`src/rtl/calc1_pkg.sv`:
```
// Shared definitions for the calc1 responder: widths, command and response codes, FSM states.
package calc1_pkg;

  localparam int unsigned DATA_W = 32;
  localparam int unsigned CMD_W  = 4;
  localparam int unsigned RESP_W = 2;
  localparam int unsigned CNT_W  = 4;

  localparam logic [0:CMD_W-1] CMD_NOP = 4'd0;
  localparam logic [0:CMD_W-1] CMD_ADD = 4'd1;
  localparam logic [0:CMD_W-1] CMD_SUB = 4'd2;
  localparam logic [0:CMD_W-1] CMD_SHL = 4'd5;
  localparam logic [0:CMD_W-1] CMD_SHR = 4'd6;

  localparam logic [0:RESP_W-1] RESP_NONE = 2'd0;
  localparam logic [0:RESP_W-1] RESP_OK   = 2'd1;
  localparam logic [0:RESP_W-1] RESP_ERR  = 2'd2;

  typedef enum logic [1:0] {
    ST_IDLE  = 2'd0,
    ST_OPND2 = 2'd1,
    ST_EXEC  = 2'd2
  } state_t;

endpackage

```
`src/rtl/calc1_port_alu.sv`:
```
// Combinational calc1 datapath: add/sub with range check, logical shifts, invalid-command decode.
module calc1_port_alu
  import calc1_pkg::*;
(
  input  logic [0:DATA_W-1] op1,
  input  logic [0:DATA_W-1] op2,
  input  logic [0:CMD_W-1]  cmd,
  output logic [0:DATA_W-1] result,
  output logic [0:RESP_W-1] resp
);

  logic [DATA_W:0] sum;
  logic [0:4]      shamt;

  assign sum   = {1'b0, op1} + {1'b0, op2};
  // Only the low five bits of operand 2 select the shift distance.
  assign shamt = op2[DATA_W-5:DATA_W-1];

  always_comb begin
    // NOTE: outputs get a default before the case so no path can infer a latch.
    result = '0;
    resp   = RESP_ERR;
    case (cmd)
      CMD_ADD: begin
        if (!sum[DATA_W]) begin
          result = sum[DATA_W-1:0];
          resp   = RESP_OK;
        end
      end
      CMD_SUB: begin
        if (op1 >= op2) begin
          result = op1 - op2;
          resp   = RESP_OK;
        end
      end
      CMD_SHL: begin
        result = op1 << shamt;
        resp   = RESP_OK;
      end
      CMD_SHR: begin
        result = op1 >> shamt;
        resp   = RESP_OK;
      end
      default: begin
        result = '0;
        resp   = RESP_ERR;
      end
    endcase
  end

endmodule

```
`src/rtl/calc1_port_responder.sv`:
```
// calc1 responder: command/operand capture FSM, execute counter and one-cycle response registers.
// Optional sticky protocol checker enabled by defining CALC1_PROTO_CHECK_EN.
module calc1_port_responder
  import calc1_pkg::*;
#(
  parameter int unsigned LATENCY = 2
) (
  input  logic              c_clk,
  input  logic              reset_n,
  input  logic [0:CMD_W-1]  req_cmd_in,
  input  logic [0:DATA_W-1] req_data_in,
  output logic [0:RESP_W-1] out_resp,
  output logic [0:DATA_W-1] out_data,
  output logic              busy
`ifdef CALC1_PROTO_CHECK_EN
  ,
  output logic              proto_err
`endif
);

  localparam logic [CNT_W-1:0] CNT_LOAD = CNT_W'(LATENCY - 1);

  state_t            state;
  logic [CNT_W-1:0]  cnt;
  logic [0:CMD_W-1]  cmd_q;
  logic [0:DATA_W-1] op1_q;
  logic [0:DATA_W-1] op2_q;
  logic [0:DATA_W-1] alu_result;
  logic [0:RESP_W-1] alu_resp;

  calc1_port_alu u_alu (
    .op1    (op1_q),
    .op2    (op2_q),
    .cmd    (cmd_q),
    .result (alu_result),
    .resp   (alu_resp)
  );

  // NOTE: non-blocking assignments so every register sees pre-edge values of the others.
  always_ff @(posedge c_clk or negedge reset_n) begin
    if (!reset_n) begin
      state    <= ST_IDLE;
      cnt      <= '0;
      cmd_q    <= CMD_NOP;
      op1_q    <= '0;
      op2_q    <= '0;
      out_resp <= RESP_NONE;
      out_data <= '0;
      busy     <= 1'b0;
    end else begin
      // A loaded response lives for one cycle unless overwritten below.
      out_resp <= RESP_NONE;
      out_data <= '0;
      case (state)
        ST_IDLE: begin
          if (req_cmd_in != CMD_NOP) begin
            cmd_q <= req_cmd_in;
            op1_q <= req_data_in;
            busy  <= 1'b1;
            state <= ST_OPND2;
          end
        end
        ST_OPND2: begin
          op2_q <= req_data_in;
          cnt   <= CNT_LOAD;
          state <= ST_EXEC;
        end
        ST_EXEC: begin
          if (cnt == '0) begin
            out_resp <= alu_resp;
            out_data <= alu_result;
            busy     <= 1'b0;
            state    <= ST_IDLE;
          end else begin
            cnt <= cnt - 1'b1;
          end
        end
        default: state <= ST_IDLE;
      endcase
    end
  end

`ifdef CALC1_PROTO_CHECK_EN
  // Commands are never queued; any attempt while busy is latched until reset.
  always_ff @(posedge c_clk or negedge reset_n) begin
    if (!reset_n) begin
      proto_err <= 1'b0;
    end else if (busy && (req_cmd_in != CMD_NOP)) begin
      proto_err <= 1'b1;
    end
  end
`endif

endmodule

```
`config.mk`:
```
export PLATFORM = sky130hd
export DESIGN_NAME = calc1_port_responder
export DESIGN_NICKNAME = d
export VERILOG_FILES = /design/src/rtl/calc1_pkg.sv /design/src/rtl/calc1_port_alu.sv /design/src/rtl/calc1_port_responder.sv
export SDC_FILE = /design/constraint.sdc
export NUM_CORES = 1
export LEC_CHECK = 0
export CAP_MARGIN = 20
export CORE_ASPECT_RATIO = 1.75
export CORE_UTILIZATION = 40
export CTS_BUF_LIST = sky130_fd_sc_hd__clkbuf_4 sky130_fd_sc_hd__clkbuf_8 sky130_fd_sc_hd__clkbuf_16
export CTS_CLUSTER_DIAMETER = 40
export DETAILED_ROUTE_END_ITERATION = 6
export MAX_ROUTING_LAYER = met4
export PLACE_DENSITY = 0.57
export SLEW_MARGIN = 20
export SYNTH_ARGS = -nofsm -noshare
export SYNTH_HDL_FRONTEND = slang
export SYNTH_HIERARCHICAL = 1
export SYNTH_SLANG_ARGS = --single-unit
export TNS_END_PERCENT = 5
```
`constraint.sdc`:
```
create_clock -name c_clk -period 11.5 [get_ports c_clk]
set_input_delay 2.3 -clock c_clk [delete_from_list [all_inputs] [get_ports c_clk]]
set_output_delay 2.3 -clock c_clk [all_outputs]
set_load 0.01 [all_outputs]
```
After elaboration in Yosys (flattened, before gate mapping)

Index checks and enable logic that the tools add are counted.
Widths: inputs -> output; s select.

Output and inout bits: 35
Word-level logic and storage cells: 51
Flip-flop bits (word level): 109
Bits of input ports: 38

Shift-type cells: 2
Reductions and logical operators: 10
Eq/ne operators: 9
Order comparisons: 1
Add/subtract/negate cells: 3
Muxes and demuxes: 18

Operator list:

| operator            | count |
|---|---|
| $mux 32             | 4 |
| $pmux 32 s4         | 1 |
| $add 32x32->33      | 1 |
| $ge 32x32->1        | 1 |
| $shl 32x5->32       | 1 |
| $shr 32x5->32       | 1 |
| $sub 32x32->32      | 1 |
| $mux 2              | 6 |
| $pmux 2 s3          | 2 |
| $eq 4x3->1 const B  | 2 |
| $pmux 4 s2          | 1 |
| $ne 2x2->1 const B  | 3 |
| $reduce_and 2->1    | 3 |
| $eq 4x1->1 const B  | 1 |
| $eq 4x2->1 const B  | 1 |
| $logic_not 4->1     | 1 |
| $mux 4              | 1 |
| $reduce_bool 2->1   | 2 |
| $reduce_bool 4->1   | 1 |
| $sub 4x1->4 const B | 1 |
| $reduce_and 3->1    | 1 |
| $eq 2x1->1 const B  | 1 |
| $eq 2x2->1 const B  | 1 |
| $logic_not 2->1     | 1 |
| 3 further kinds     | 4 |

Logic depth before layout (Yosys ltp)

Depth after elaboration: 5
Depth in mapped cells: 17
Depth with buffers taken out: 13

Hierarchy

Netlist, hierarchy kept.

Modules (own cells, without submodules):

| module               | instances | area each (µm²) | cells each | seq. area each (µm²) |
|---|---|---|---|---|
| calc1_port_alu       | 1         | 6,895.4         | 1,049      | 0.0 |
| calc1_port_responder | 1         | 3,972.6         | 254        | 2,727.6 |

Worst setup path after synthesis

Ideal clock, no wire load.

Path type: reg2reg
Start: reg op2_q[29] (netlist name)
End: reg out_data[28] (netlist name)
Period minus slack after synthesis: 3.985 ns
Path slack: 7.515 ns
Library setup time: 0.119 ns
Arrival: 3.866 ns
Path buffers: 4
Stages on the path, launching flop included: 17
Required time: 11.381 ns
Cell sequence: dfrtp_1 inv_1 clkbuf_1 buf_1 ha_1 buf_4 nor2_2 o311a_1 o41ai_2 a21oi_2 o311ai_4 a311oi_1 nor2_1 buf_4 a221o_1 a211o_1 and2_1

Cells in the longest elaborated chain, start to end: 5
Elaborated cells on any way between the ends: 10
Classes of those cells: add/sub: 2; order compare: 1; shift: 2; mux: 5

RTL lines:

| item                                   | RTL line                                   | text |
|---|---|---|
| from (decl)                            | calc1_port_responder.sv:27                 | `logic [0:DATA_W-1] op2_q;` |
| from (signal assigned)                 | calc1_port_responder.sv:64                 | `op2_q <= req_data_in;` |
| $sub 32x32->32 (tied with other cells) | calc1_port_alu.sv:32                       | `result = op1 - op2;` |
| $mux 32 (on tied branches)             | calc1_port_alu.sv:31, calc1_port_alu.sv:25 |  |
| $pmux 32 s4 (*)                        | calc1_port_alu.sv:23                       | `case (cmd)` |
| net alu_result, one bit                | calc1_port_responder.sv:28                 | `logic [0:DATA_W-1] alu_result;` |
| $mux 32 (*)                            | calc1_port_responder.sv:69                 | `if (cnt == '0) begin` |
| $mux 32 (*)                            | calc1_port_responder.sv:54                 | `case (state)` |
| to (signal assigned)                   | calc1_port_responder.sv:71                 | `out_data <= alu_result;` |
| to (decl)                              | calc1_port_responder.sv:13                 | `output logic [0:DATA_W-1] out_data,` |

Mark *: on every way through the listed nets, which the timed path passes. The rest lies on a longest branch.
A chain may end at the register's enable or synchronous reset.

Worst setup path in the final report

Start: reg op2_q[29] (netlist name)
End: reg out_data[16] (netlist name)

The elaborated chain is that of the path after synthesis.

==> flow_summary.toml <==
[clock_tree]
post_cts_hold_buffer_count = 0
post_cts_buffers = 0
clock_insertion_delay_worst_skew_ns = 0.38
cts_made_buffers = 9
htreeDepth = 3
cts.clk_slew.worst_paths_ns = 0.08
cts.sink_count = 109
cts_tree = "built"
cts_resized = 0
ctsRootBufferMaster = "clkbuf_16"
clk_path_buf_depth = 2

[setup_path]
required_ns = 11.78
worst_r2r_path_depth = 15
timing.critical_path.from_type = "flip-flop"
setup_cp_type = "flip-flop to flip-flop"
crit_arrival_ns = 5.38
worst_setup_path_end_kind = "flip-flop"
crit_fanout = 50

[synth]
synth_area_um2 = 10870
syn-num-nets = 1410
number_of_flops_mapped_to_enable_cells_by_yosys = 0
postSynth.asyncResetShare_pct = 100.0
ys.flop_type = "dfrtp_1"
synthesis.yosys.warnings = 6
synth_cell_types = 78
yosys_register_bits = 109
synth.avg_cell_area_um2 = 8.341
synth-seq-area-share_pct = 25.10
synthCells = 1303

[placement]
hpwlAfterDp_mm = 34.30
detailedPlace.worstSlack_ns = 6.661
io_buffer_count = 72
place_congestion = 1.000

[worst_hold_path]
holdPathStages = 1
min_path_type = "flip-flop to flip-flop"

[global_route]
pin_count_of_the_biggest_net_entering_global_routing = 68
global_route.overflow_total = 0
global_route_wire_length_before_repair_mm = 65.05
antenna_found_initial = 0
first_global_vias = 10430
gr-usage-all-layers_pct = 32.83

[floorplanning]
floorplan.initialDensity_pct = 40.72
die-width_um = 126.6
die_area_um2 = 27860
placeableCoreArea_um2 = 26690
die_height_um = 220.1
ioPinCount = 73
floorplan.rows = 79

[outcome]
status = "finished clean"

[detailed_routing]
drc_violation_total_after_the_first_tritonroute_iteration = 769
drt-wirelength-per-cell_um = 26.44
post_route_wl_mm = 43.35
drc = 0
num_vias = 10430
drt-vias-per-instance = 6.362
detail-route-antenna-nets = 0
firstDrtPassIters = 6

[sta]
timing_max_transition_violations_final = 0
finalSetupViolations = 0
final_critical_path_setup_slack_ns = 6.403
grt_setup_unrepaired = "false"
max_slew_margin_pct = 26.99
final-hold-violation-count = 0
worst_pin_slew_ns = 1.095
finalWorstPathRequiredPeriod_ns = 5.097
timing.clock.skew_ns = 0.01394
max_freq_mhz = 196.2
totalNegativeSetupSlack_ns = 0
min_period_over_period_pct = 44.32

[layout]
design.final.nets = 1418
antenna_cells = 0
drive_gt1_share_pct = 12.54
finish.utilization_pct = 45.07
area.growth.synth_to_final_pct = 10.67
commonest_cells_after_routing_fill_and_taps_aside = "nor2_1 (124), dfrtp_1 (107), a21oi_1 (95), o21ai_0 (95)"
fill_cells = 2732
mostFrequentLayoutCell = "nor2_1"

[job]
maxCapViolations = 0
## state kept, by name (all words and copies together), names as in the netlist
signal    count
cnt           4
out_data     32
cmd_q         4
op2_q        32
op1_q        32
state         2
busy          1
out_resp      2
## kinds of logic after synthesis
group,Yosys count,share of synthesized area [%]
mux,158,16.45
flops,109,25.10
simple gates,371,16.84
buf+inv,164,6.424
xor+xnor,2,0.1612
compound gates,430,26.94
fa+ha+maj,69,8.082
## final cells by class
cell class | count | area, µm² | share of cell area (%)
sequential | 109 | 2730 | 22.70
multi-input combinational | 1030 | 7475 | 62.14
clock inverter | 7 | 68.82 | 0.5721
inverter | 70 | 262.8 | 2.185
tap | 324 | 405.4 | 3.370
clock buffer | 9 | 225.2 | 1.872
timing repair buffer | 91 | 860.8 | 7.157
## worst paths after layout
| kind | from | endpoint | slack (ns) |
|---|---|---|---|
| max | op2_q[29]$_DFFE_PN0P_ | out_data[16]$_DFF_PN0_ | 6.40 |
| min | op2_q[3]$_DFFE_PN0P_ | op2_q[3]$_DFFE_PN0P_ | 0.54 |
| max reg2reg | op2_q[29]$_DFFE_PN0P_ | out_data[16]$_DFF_PN0_ | 6.40 |
| min reg2reg | op2_q[3]$_DFFE_PN0P_ | op2_q[3]$_DFFE_PN0P_ | 0.54 |
| max in group asynchronous | reset_n | op2_q[30]$_DFFE_PN0P_ | 8.31 |
| min in group asynchronous | reset_n | cnt[1]$_DFFE_PN0P_ | 1.94 |
## synthesized netlist by cell type, types with 10 or more instances
cell type | number | share of area, %
a221o_1 | 11 | 1.0
buf_2 | 15 | 0.69
mux2i_1 | 74 | 6.8
ha_1 | 67 | 7.7
a211oi_1 | 18 | 1.2
o21ai_0 | 95 | 4.4
mux2_2 | 74 | 7.7
nand3_1 | 23 | 1.1
o221a_2 | 14 | 1.5
o211ai_1 | 15 | 1.0
nor4_1 | 13 | 0.75
nand2_1 | 64 | 2.2
nor2b_1 | 10 | 0.58
a21oi_1 | 95 | 4.4
o22ai_1 | 19 | 1.1
and2_1 | 41 | 2.4
inv_1 | 69 | 2.4
o21bai_1 | 17 | 1.2
a21o_1 | 20 | 1.4
nor2_1 | 125 | 4.3
o221ai_1 | 17 | 1.4
clkbuf_1 | 61 | 2.1
nor3_1 | 21 | 0.97
dfrtp_1 | 109 | 25
nand2b_1 | 35 | 2.0
o21ai_1 | 12 | 0.55
a221oi_1 | 23 | 1.9
## critical path, cell delays in order (launching register included)
cell,delay [ns]
dfrtp_1,0.37
buf_4,0.29
inv_2,0.09
buf_4,0.55
ha_1,0.47
nand3b_1,0.19
a211oi_1,0.16
nor3_1,0.29
o211ai_1,0.14
a211oi_1,0.66
a2111o_1,0.48
buf_4,0.40
nor2_1,0.09
a211oi_1,0.36
o221ai_1,0.17
and2_1,0.17
## per-layer routing
metal | part of all wire (%) | track usage, % | vias up
li1 | - | - | 4839
met1 | 36 | 32.47 | 5052
met5 | 0 | - | -
met2 | 51 | 57.13 | 388
met4 | 9.3 | 27.23 | 0
met3 | 4.3 | 4.758 | 154
## metrics by stage
stage	cells	hold slack [ns]	area, µm²
5_1_grt	1640	0.5590	12030
3_3_place_gp	1624	0.5030	11730
2_1_floorplan	1303	0.4787	10870
4_1_cts	1640	0.5362	12030
3_5_place_dp	1624	0.5097	11730
6_report	1640	0.5354	12030
Power is left out: the tool's default activity adds up to more than one toggle a clock period on the data nets, which glitch-free logic cannot reach.
